## config.mk

```make
export PLATFORM = sky130hd
export DESIGN_NAME = cordic_result_buffer_flat
export DESIGN_NICKNAME = d
export VERILOG_FILES = /design/src/rtl/cordic_pkg.sv /design/src/rtl/cordic_result_buffer_if.sv /design/src/rtl/cordic_sync_fifo.sv /design/src/rtl/cordic_result_buffer.sv /design/src/flat_wrapper.sv
export SDC_FILE = /design/constraint.sdc
export NUM_CORES = 1
export LEC_CHECK = 0
export ABC_CLOCK_PERIOD_IN_PS = 8820
export BUFFER_PORTS_ARGS = -buffer_cell sky130_fd_sc_hd__clkbuf_2
export CAP_MARGIN = 5
export CORE_ASPECT_RATIO = 1.4
export CORE_MARGIN = 3
export CORE_UTILIZATION = 30
export DETAILED_ROUTE_END_ITERATION = 16
export PLACE_DENSITY = 0.54
export SLEW_MARGIN = 30
export SYNTH_ARGS = -nofsm -noshare
export SYNTH_HDL_FRONTEND = slang
export SYNTH_SLANG_ARGS = --single-unit
export TNS_END_PERCENT = 20
```

## constraint.sdc

```tcl
create_clock -name i_clk -period 8.82 [get_ports i_clk]
set_input_delay 0.882 -clock i_clk [delete_from_list [all_inputs] [get_ports i_clk]]
set_output_delay 0.882 -clock i_clk [all_outputs]
set_load 0.02 [all_outputs]
```

## src/rtl/cordic_pkg.sv

```systemverilog
// Shared types, widths and helpers for the CORDIC result buffer slice.
// Optional parity storage is selected with the CORDIC_RESULT_PARITY_EN macro.
package cordic_pkg;

    // Default widths of the CORDIC wrapper output bus and its payload
    localparam int CORDIC_DATA_WIDTH = 56;
    localparam int CORDIC_OUT_WIDTH  = 54;

    // Widest payload the parity helper accepts (payload is zero-extended)
    localparam int PARITY_MAX_W = 64;

    // Frame collection state
    typedef enum logic [1:0] {
        ST_IDLE    = 2'd0,
        ST_COLLECT = 2'd1,
        ST_DONE    = 2'd2
    } buf_state_t;

    // Even-parity bit: makes the total number of ones (data + bit) even.
    // Zero-extension of the argument does not change the result.
    function automatic logic even_parity(input logic [PARITY_MAX_W-1:0] d);
        return ^d;
    endfunction

endpackage

```

## src/rtl/cordic_result_buffer_if.sv

```systemverilog
// Stream bundle around the result buffer: the CORDIC result input
// (i_vld/i_data, no back-pressure) and the buffered readout output
// (o_vld/o_data/i_rdy).
//
// Handshake: the CORDIC side presents i_data whenever i_vld is high and
// cannot be stalled. On the readout side a word transfers on every rising
// edge where o_vld && i_rdy; o_data is held stable while o_vld is high and
// i_rdy is low, and o_vld never drops without a transfer except on
// reset/clear.
interface cordic_result_buffer_if
    import cordic_pkg::*;
#(
    parameter int DATA_WIDTH        = CORDIC_DATA_WIDTH,
    parameter int OUTPUT_DATA_WIDTH = CORDIC_OUT_WIDTH
);
    logic                         i_vld;
    logic [DATA_WIDTH-1:0]        i_data;
    logic                         o_vld;
    logic [OUTPUT_DATA_WIDTH-1:0] o_data;
    logic                         i_rdy;

    // Buffer side
    modport slave (
        input  i_vld,
        input  i_data,
        input  i_rdy,
        output o_vld,
        output o_data
    );

    // Producer / consumer side
    modport master (
        output i_vld,
        output i_data,
        output i_rdy,
        input  o_vld,
        input  o_data
    );
endinterface

```

## src/rtl/cordic_sync_fifo.sv

```systemverilog
// Synchronous FIFO with a separate occupancy counter. Pointers wrap
// modulo DEPTH (power of two); full/empty come from the level counter.
// A push while full is accepted only when a pop happens in the same cycle.
module cordic_sync_fifo #(
    parameter int WIDTH = 54,
    parameter int DEPTH = 8,
    localparam int AW   = $clog2(DEPTH),
    localparam int LW   = AW + 1
) (
    input  logic             clk,
    input  logic             rst,
    input  logic             push,
    input  logic             pop,
    input  logic [WIDTH-1:0] wdata,
    output logic [WIDTH-1:0] rdata,
    output logic             full,
    output logic             empty,
    output logic [LW-1:0]    level
);
    logic [WIDTH-1:0] mem_q [DEPTH];
    logic [AW-1:0]    wr_ptr_q, wr_ptr_d;
    logic [AW-1:0]    rd_ptr_q, rd_ptr_d;
    logic [LW-1:0]    level_q, level_d;
    logic             do_push, do_pop;

    assign empty = (level_q == '0);
    assign full  = (level_q == LW'(DEPTH));
    assign level = level_q;
    assign rdata = mem_q[rd_ptr_q];

    assign do_pop  = pop && !empty;
    assign do_push = push && (!full || do_pop);

    // Next pointer and occupancy values
    always_comb begin
        wr_ptr_d = wr_ptr_q;
        rd_ptr_d = rd_ptr_q;
        level_d  = level_q;
        if (do_push) wr_ptr_d = wr_ptr_q + AW'(1);
        if (do_pop)  rd_ptr_d = rd_ptr_q + AW'(1);
        case ({do_push, do_pop})
            2'b10:   level_d = level_q + LW'(1);
            2'b01:   level_d = level_q - LW'(1);
            default: level_d = level_q;
        endcase
    end

    // Pointer and level registers
    always_ff @(posedge clk) begin
        if (rst) begin
            wr_ptr_q <= '0;
            rd_ptr_q <= '0;
            level_q  <= '0;
        end else begin
            wr_ptr_q <= wr_ptr_d;
            rd_ptr_q <= rd_ptr_d;
            level_q  <= level_d;
        end
    end

    // Storage write; nothing is stored on the reset/clear cycle
    always_ff @(posedge clk) begin
        if (!rst && do_push) begin
            mem_q[wr_ptr_q] <= wdata;
        end
    end

endmodule

```

## src/rtl/cordic_result_buffer.sv

```systemverilog
// CORDIC result buffer: strips the CORDIC bus to its payload, buffers it in
// a FIFO for a valid/ready consumer, counts results against a frame length,
// raises done at frame end and flags sticky overflow on dropped results.
// Define CORDIC_RESULT_PARITY_EN to store an even-parity bit per entry and
// expose o_parity_err.
module cordic_result_buffer
    import cordic_pkg::*;
#(
    parameter int DATA_WIDTH        = CORDIC_DATA_WIDTH,
    parameter int OUTPUT_DATA_WIDTH = CORDIC_OUT_WIDTH,
    parameter int FIFO_DEPTH        = 8,
    parameter int CNT_WIDTH         = 16
) (
    input  logic                           i_clk,
    input  logic                           i_sync_rst,
    input  logic                           i_clear,
    input  logic [CNT_WIDTH-1:0]           i_frame_len,
    cordic_result_buffer_if.slave          bus,
    output logic [$clog2(FIFO_DEPTH):0]    o_level,
    output logic [CNT_WIDTH-1:0]           o_count,
    output logic                           o_done,
    output logic                           o_overflow,
`ifdef CORDIC_RESULT_PARITY_EN
    output logic                           o_parity_err,
`endif
    output buf_state_t                     o_state
);
    localparam int LW = $clog2(FIFO_DEPTH) + 1;
`ifdef CORDIC_RESULT_PARITY_EN
    localparam int FIFO_W = OUTPUT_DATA_WIDTH + 1;
`else
    localparam int FIFO_W = OUTPUT_DATA_WIDTH;
`endif

    logic                         rst_all;
    logic [OUTPUT_DATA_WIDTH-1:0] payload;
    logic [FIFO_W-1:0]            fifo_wdata, fifo_rdata;
    logic                         fifo_full, fifo_empty;
    logic [LW-1:0]                fifo_level;
    logic                         pop, push_ok, drop;
    logic                         unused_hi_bits;

    buf_state_t                   state_q, state_d;
    logic [CNT_WIDTH-1:0]         count_q, count_d;
    logic [CNT_WIDTH-1:0]         frame_len_q, frame_len_d;
    logic                         done_q, done_d;
    logic                         overflow_q, overflow_d;

    // Clear behaves exactly like reset for all buffer state
    assign rst_all = i_sync_rst || i_clear;

    // Bits above the payload are deliberately discarded
    assign payload        = bus.i_data[OUTPUT_DATA_WIDTH-1:0];
    assign unused_hi_bits = ^bus.i_data[DATA_WIDTH-1:OUTPUT_DATA_WIDTH];

    // A result is accepted if there is room, or room is made by a same-cycle pop
    assign pop     = bus.o_vld && bus.i_rdy;
    assign push_ok = bus.i_vld && (!fifo_full || pop);
    assign drop    = bus.i_vld && fifo_full && !pop;

`ifdef CORDIC_RESULT_PARITY_EN
    logic [PARITY_MAX_W-1:0] wr_ext, hd_ext;

    // Zero-extend write payload and head payload for the parity helper
    always_comb begin
        wr_ext = '0;
        hd_ext = '0;
        wr_ext[OUTPUT_DATA_WIDTH-1:0] = payload;
        hd_ext[OUTPUT_DATA_WIDTH-1:0] = fifo_rdata[OUTPUT_DATA_WIDTH-1:0];
    end

    assign fifo_wdata   = {even_parity(wr_ext), payload};
    assign o_parity_err = bus.o_vld &&
                          (even_parity(hd_ext) != fifo_rdata[OUTPUT_DATA_WIDTH]);
`else
    assign fifo_wdata = payload;
`endif

    cordic_sync_fifo #(
        .WIDTH (FIFO_W),
        .DEPTH (FIFO_DEPTH)
    ) u_fifo (
        .clk   (i_clk),
        .rst   (rst_all),
        .push  (bus.i_vld),
        .pop   (pop),
        .wdata (fifo_wdata),
        .rdata (fifo_rdata),
        .full  (fifo_full),
        .empty (fifo_empty),
        .level (fifo_level)
    );

    // Level comes straight from the FIFO's registered counter
    assign bus.o_vld  = !fifo_empty;
    assign bus.o_data = fifo_rdata[OUTPUT_DATA_WIDTH-1:0];
    assign o_level    = fifo_level;
    assign o_count    = count_q;
    assign o_done     = done_q;
    assign o_overflow = overflow_q;
    assign o_state    = state_q;

    // Frame FSM next state, saturating result counter and sticky overflow
    always_comb begin
        state_d     = state_q;
        count_d     = count_q;
        frame_len_d = frame_len_q;
        overflow_d  = overflow_q || drop;
        case (state_q)
            ST_IDLE: begin
                if (bus.i_vld) begin
                    frame_len_d = i_frame_len;
                    state_d     = ST_COLLECT;
                    if (push_ok) begin
                        count_d = (count_q == '1) ? count_q : count_q + CNT_WIDTH'(1);
                        // A zero frame length completes on the first result
                        if (i_frame_len == '0 || count_d == i_frame_len) begin
                            state_d = ST_DONE;
                        end
                    end
                end
            end
            ST_COLLECT: begin
                if (push_ok) begin
                    count_d = (count_q == '1) ? count_q : count_q + CNT_WIDTH'(1);
                    if (count_d == frame_len_q) begin
                        state_d = ST_DONE;
                    end
                end
            end
            ST_DONE: begin
                // Results are still buffered by the FIFO but no longer counted
                state_d = ST_DONE;
            end
            default: state_d = ST_IDLE;
        endcase
        done_d = (state_d == ST_DONE);
    end

    // Frame state registers; reset/clear returns to an empty IDLE frame
    always_ff @(posedge i_clk) begin
        if (rst_all) begin
            state_q     <= ST_IDLE;
            count_q     <= '0;
            frame_len_q <= '0;
            done_q      <= 1'b0;
            overflow_q  <= 1'b0;
        end else begin
            state_q     <= state_d;
            count_q     <= count_d;
            frame_len_q <= frame_len_d;
            done_q      <= done_d;
            overflow_q  <= overflow_d;
        end
    end

endmodule

```

## src/flat_wrapper.sv

```systemverilog
// flat-port wrapper written by rule: the top's interface ports become plain ports
module cordic_result_buffer_flat import cordic_pkg::*;
#(
    parameter int DATA_WIDTH        = CORDIC_DATA_WIDTH,
    parameter int OUTPUT_DATA_WIDTH = CORDIC_OUT_WIDTH,
    parameter int FIFO_DEPTH        = 8,
    parameter int CNT_WIDTH         = 16
)
  (i_clk, i_sync_rst, i_clear, i_frame_len, o_level, o_count, o_done, o_overflow, o_state, bus_i_vld, bus_i_data, bus_i_rdy, bus_o_vld, bus_o_data);
  cordic_result_buffer_if #(.DATA_WIDTH(DATA_WIDTH), .OUTPUT_DATA_WIDTH(OUTPUT_DATA_WIDTH)) bus_i ();
  input  logic i_clk;
  input  logic i_sync_rst;
  input  logic i_clear;
  input  logic [CNT_WIDTH-1:0] i_frame_len;
  output logic [$clog2(FIFO_DEPTH):0] o_level;
  output logic [CNT_WIDTH-1:0] o_count;
  output logic o_done;
  output logic o_overflow;
  output buf_state_t o_state;
  input wire logic [$bits(bus_i.i_vld)-1:0] bus_i_vld;
  input wire logic [$bits(bus_i.i_data)-1:0] bus_i_data;
  input wire logic [$bits(bus_i.i_rdy)-1:0] bus_i_rdy;
  output wire logic [$bits(bus_i.o_vld)-1:0] bus_o_vld;
  output wire logic [$bits(bus_i.o_data)-1:0] bus_o_data;
  assign bus_i.i_vld = bus_i_vld;
  assign bus_i.i_data = bus_i_data;
  assign bus_i.i_rdy = bus_i_rdy;
  assign bus_o_vld = bus_i.o_vld;
  assign bus_o_data = bus_i.o_data;
  cordic_result_buffer #(.DATA_WIDTH(DATA_WIDTH), .OUTPUT_DATA_WIDTH(OUTPUT_DATA_WIDTH), .FIFO_DEPTH(FIFO_DEPTH), .CNT_WIDTH(CNT_WIDTH)) u_core (.i_clk(i_clk), .i_sync_rst(i_sync_rst), .i_clear(i_clear), .i_frame_len(i_frame_len), .bus(bus_i), .o_level(o_level), .o_count(o_count), .o_done(o_done), .o_overflow(o_overflow), .o_state(o_state));
endmodule
```

# == After elaboration in Yosys (flattened, before gate mapping) ==
# Memory sizes are Yosys's and may differ from the RTL's. A register that Yosys moved wholly into a read port is not among the register bits.
# Index checks and enable logic that the tools add are counted.
# totals
in_bits,77
ram_bits,432
memories,1
wordCells,62
reg_bits,46
output_inout_bits,79
# mem_list
name,depth,word_bits,read_ports,rd_ports_with_merged_regs,write_ports,line,text
u_core.u_fifo.mem_q,8,54,1,1,1,cordic_sync_fifo.sv:20,logic [WIDTH-1:0] mem_q [DEPTH];
# classes
reduce_logical,23
addsub,5
eq_ne,10
mux,15
# ops
operator,count
16-bit 2-to-1 mux,3
16-bit == test,2
16-bit one-hot mux with 2 select lines,1
16-bit by 1-bit adder with 16-bit output (second input constant),1
16-bit == test (second input constant),1
16-bit zero test,1
2-bit 2-to-1 mux,5
4-bit one-hot mux with 2 select lines,1
1-bit logical AND,7
3-bit by 1-bit adder with 3-bit output (second input constant),2
2-bit == test (second input constant),3
3-bit 2-to-1 mux,2
2-bit one-hot mux with 3 select lines,1
1-bit logical OR,5
4-bit by 1-bit adder with 4-bit output (second input constant),1
2-bit by 1-bit == test with 1-bit output (second input constant),2
4-bit == test (second input constant),1
1-bit zero test,4
4-bit zero test,1
2-bit AND reduction,2
2-bit nonzero test,2
4-bit by 1-bit subtractor with 4-bit output (second input constant),1
2-bit zero test,1
1-bit 2-to-1 mux,2
2-bit inequality test (second input constant),1

# == Depth between registers and ports, before layout ==
# depth
word_depth,9
mapped_depth,12

# == Modules after synthesis ==
# A second synthesis with hierarchy kept.
# hier_totals
cells_unflattened,1027
area_unflattened_um2,19367.3
# by_module_without_submodules
module,seq_area_each_um2,area_per_inst_um2,cells_each,n_inst
cordic_sync_fifo,13232.7,16930.0,709,1
cordic_result_buffer,720.7,2437.3,318,1

# == Worst setup path after synthesis ==
# No wires, ideal clock.
# synth_path
kind,input-to-reg
start,input i_clear
end,"memory u_core.u_fifo.mem_q[0][0], enable pin"
setup_time_ns,0.532
t_arrival_ns,5.248
path_slack_ns,3.040
path_buffers,0
cell_stages,3
cell_sequence,or2_2 -> or3_1 -> nor3_1
# synth_between
elab_chain_len,5
# synth_lines
item,line,text
from (decl),flat_wrapper.sv:13,input logic i_clear;
1-bit logical OR,cordic_result_buffer.sv:50,assign rst_all = i_sync_rst || i_clear;
1-bit zero test,cordic_sync_fifo.sv:63,if (!rst && do_push) begin
1-bit logical AND,cordic_sync_fifo.sv:63,
1-bit 2-to-1 mux,cordic_sync_fifo.sv:63,
1-bit 2-to-1 mux (not written as such),cordic_sync_fifo.sv:64,mem_q[wr_ptr_q] <= wdata;
to (decl),cordic_sync_fifo.sv:20,
# No other way between the ends.

==> summary.md <==
| Metric | Value |
|---|---|
| Status | `complete, no violations` |
| Final Hold Violating Endpoints | `0` |
| Clock transition at the registers of the reported paths | `0.07 ns` |
| Placeable core region | `around 64000 sq um` |
| Overall die area | `around 68000 sq um` |
| Maximum number of pins on one net before global-route repair | `64` |
| Detailed-placement wirelength estimate | `between 20 and 30 mm` |
| Portion of the clock cycle consumed by the worst path in the final layout | `between 40% and 50%` |
| Syn Inst Count | `1044` |
| Number of flip-flops and latches in the synthesized netlist | `just under 500` |
| Worst setup EP type | `primary output` |
| Most instantiated flip-flop cell in the synthesis netlist | `sky130_fd_sc_hd__edfxtp_1` |
| Async set or reset register ratio after synthesis | `0%` |
| Via count of the first global-routing pass | `~11000` |
| Residual antenna-violating net count after detailed routing | `0` |
| Worst endpoint data arrival time | `around 3.3 ns` |
| Clock buffer count from CTS | `48` |
| Type of element launching the critical path | `flop` |
| Detailed Routing Iterations Pass 1 | `4` |
| Iteration-0 DRC count of the detailed router | `493` |
| Total vias in the final route | `a little over 10000` |
| Data required time at the worst endpoint | `roughly 7.9 ns` |
| Combinational family with the most area after synthesis | `multiplexers` |
| Adder-Cell Fraction of Synth Area | `less than 1%` |
| Number of buffers added on ports | `around 150` |
| Per-cell via count in the routed design | `~5` |
| Hold buffer count at cts | `0` |
| Antenna violations before repair | `2` |
| Total count of max-transition violations in the final report | `0` |
| Endpoints failing setup | `0` |
| Post-Synthesis Cell Area | `19390 sq um` |
| Depth of the CTS H-tree | `2` |
| Routed wire length | `about 45 mm` |
| Starting density of the core | `between 30% and 40%` |
| Synth Area in Compound Gates | `under 10%` |
| Post-Syn Nets | `between 1000 and 1500` |
| Share of synthesized cell area in and, or, nand and nor gates | `under 10%` |
| Synthesized area per cell | `18.57 sq um` |
| Die H | `306.8 um` |
| Global-route wire length before repair | `68.28 mm` |
| Max Clk Rate | `approximately 240 MHz` |
| Distinct cells, synth | `between 60 and 70` |
| Overall overflow remaining after global route | `0` |
| Clock tree root buffer cell | `sky130_fd_sc_hd__clkbuf_16` |
| Max rail drop VDD | `around 0.13 mV` |
| Non-Filler Instances | `between 2000 and 2500` |
| Worst min-delay path class | `reg -> reg` |
| Longest Clk Path Bufs | `3` |
| Clock skew | `roughly 0.016 ns` |
| Slew HR | `38.52%` |
| Floorplan die width | `approximately 220 um` |
| Setup repair after global routing missed its margin | `no` |
| Number of nets at the end of the flow | `roughly 1300` |
| Total I/O pin count | `~160` |
| Transition at the pin with the smallest max-transition slack | `0.9222 ns` |
| Layout area overhead | `17.60%` |
| Count of clock tree sinks | `around 480` |
| Dpl cells | `1987` |
| Number of maximum-capacitance violations | `0` |
| Global-route total usage across every layer | `13.11%` |
| Fraction of final layout cells sized beyond drive strength 1 | `34.24%` |
| Number of enable-type register cells in the synthesized netlist | `about 430` |
| Post-Synth XOR/XNOR Area | `under 10%` |
| Yosys synthesis warning count | `0` |
| RD Place Congestion | `0.8996` |
| Setup TNS | `0 ns` |
| Type of the worst setup path | `reg -> out` |
| Leakage power total | `just over 7 nW` |
| Clock latency on the worst-skew pair | `about 0.58 ns` |
| Clock period minus final worst setup slack | `around 4.1 ns` |
| Number of buffers inserted by post-CTS setup repair | `0` |
| Sequential area share after synthesis | `a little over 70%` |
| Total number of placement rows | `109` |
| Mux share of post-synthesis cell area | `16.09%` |
| Power Density | `208.0 nW/um^2` |
| Number of resized instances in the post-cts repair step | `0` |
| CTS tree | `built` |
| Maximum fanout encountered on the critical timing path | `between 50 and 60` |
| DRC errors left | `0` |
| Post-DR wirelength/cell | `21.49 um` |
## synth_stat cells, types with 12 or more instances
cell type | n | area (sq um)
sky130_fd_sc_hd__xnor2_1 | 20 | 175.2
sky130_fd_sc_hd__mux4_2 | 108 | 2432
sky130_fd_sc_hd__clkbuf_1 | 29 | 108.9
sky130_fd_sc_hd__nand4_1 | 12 | 75.07
sky130_fd_sc_hd__buf_2 | 12 | 60.06
sky130_fd_sc_hd__xor2_1 | 17 | 148.9
sky130_fd_sc_hd__dfxtp_1 | 49 | 980.9
sky130_fd_sc_hd__buf_1 | 12 | 45.04
sky130_fd_sc_hd__a21oi_1 | 38 | 190.2
sky130_fd_sc_hd__mux2_2 | 54 | 608.1
sky130_fd_sc_hd__nand2_1 | 61 | 229.0
sky130_fd_sc_hd__edfxtp_1 | 432 | 12970
sky130_fd_sc_hd__nor2_1 | 37 | 138.9
sky130_fd_sc_hd__nand3_1 | 12 | 60.06
## worst max-delay path: stages (launching register included)
cell,delay [ns]
sky130_fd_sc_hd__dfxtp_4,0.94
sky130_fd_sc_hd__buf_4,0.80
sky130_fd_sc_hd__mux4_2,0.41
sky130_fd_sc_hd__mux2_2,0.30
sky130_fd_sc_hd__clkbuf_2,0.19
## power by group
group          leakage, nW  switching [mW]  total (mW)  internal [mW]
registers             4.29         0.00877        2.50           2.49
logic                 2.17           0.114       0.189         0.0745
clock network        0.769           0.875        2.05           1.18
## per-layer routing
layer  vias to the layer above  wire length [um]  global-route usage, %
met1                      5292             18590                  16.47
met5                         -                 9                      0
met3                        85              2181                  2.750
met4                         2              1416                  4.510
met2                       260             22450                  22.59
li1                       4560                 -                      -
## layout make-up
| type | instances | area, sq um |
|---|---|---|
| antenna | 1 | 2.502 |
| clock buffer | 61 | 1303 |
| clock inverter | 28 | 289.0 |
| fill | 6099 | 40750 |
| inverter | 10 | 37.54 |
| multi-input combinational | 496 | 5216 |
| sequential | 481 | 13960 |
| tap | 832 | 1041 |
| timing repair buffer | 168 | 949.7 |
## path summary, 6_finish.rpt
check	startpoint	end	slack [ns]	cells past startpoint
worst max-delay path	flop	bus_o_data[5]	4.68	4
worst min-delay path	u_core.frame_len_q[9]	u_core.frame_len_q[9]	0.46	2
worst max register to register	u_core.o_count[0]	u_core.o_done	5.19	9
worst min register to register	u_core.frame_len_q[9]	u_core.frame_len_q[9]	0.46	2
## registers in the layout (all words and copies together) (netlist names), named ones only
register	count
u_core.u_fifo.mem_q	432
u_core.frame_len_q	16
u_core.u_fifo.wr_ptr_q	3
u_core.o_overflow	1
u_core.u_fifo.rd_ptr_q	3
u_core.o_done	1
u_core.o_state	2
u_core.o_count	16
u_core.u_fifo.level	4
## through the flow
step / total power, mW / hold slack (ns) / utilization [%] / worst slack [ns] / cell area, sq um
2_1_floorplan: 2.660 / 0.4363 / - / 3.040 / 19390
3_3_place_gp: 2.740 / 0.4497 / 33.25 / 4.945 / 21130
3_5_place_dp: 2.746 / 0.4509 / 33.37 / 4.916 / 21210
4_1_cts: 4.811 / 0.4616 / 35.88 / 4.526 / 22800
5_1_grt: 4.905 / 0.4888 / 35.88 / 4.488 / 22800
6_report: 4.744 / 0.4636 / 35.88 / 4.679 / 22800
## cells by family (layout without fill, tap and decap cells)
kind of cell / after synthesis / count (layout)
compound gates: 92 / 92
xor+xnor: 38 / 38
fa+ha+maj: 6 / 6
buf+inv: 67 / 267
flops: 481 / 481
mux: 170 / 170
other cells: 0 / 1
simple gates: 190 / 190
## placed cells by master, fill, tap and decap left out, types with 6 or more instances in the layout
cell type	Yosys	final
sky130_fd_sc_hd__mux2_2	54	54
sky130_fd_sc_hd__nand4_1	12	12
sky130_fd_sc_hd__o21ai_0	8	8
sky130_fd_sc_hd__nand3_1	12	12
sky130_fd_sc_hd__clkbuf_16	0	50
sky130_fd_sc_hd__dfxtp_1	49	46
sky130_fd_sc_hd__clkinv_1	0	7
sky130_fd_sc_hd__clkinv_2	0	7
sky130_fd_sc_hd__a21oi_1	38	38
sky130_fd_sc_hd__nand2_1	61	61
sky130_fd_sc_hd__nor3_1	11	8
sky130_fd_sc_hd__inv_1	10	10
sky130_fd_sc_hd__edfxtp_1	432	432
sky130_fd_sc_hd__nor2_4	0	6
sky130_fd_sc_hd__xor2_1	17	17
sky130_fd_sc_hd__buf_4	4	7
sky130_fd_sc_hd__nor4_1	7	7
sky130_fd_sc_hd__xnor2_1	20	20
sky130_fd_sc_hd__nand2b_1	7	7
sky130_fd_sc_hd__mux4_2	108	108
sky130_fd_sc_hd__mux2i_1	8	8
sky130_fd_sc_hd__nor2_1	37	31
sky130_fd_sc_hd__clkbuf_1	29	10
sky130_fd_sc_hd__and3_1	9	9
sky130_fd_sc_hd__or3_1	7	7
sky130_fd_sc_hd__clkbuf_2	0	153
No activity file was read; power rests on OpenSTA's default activity.
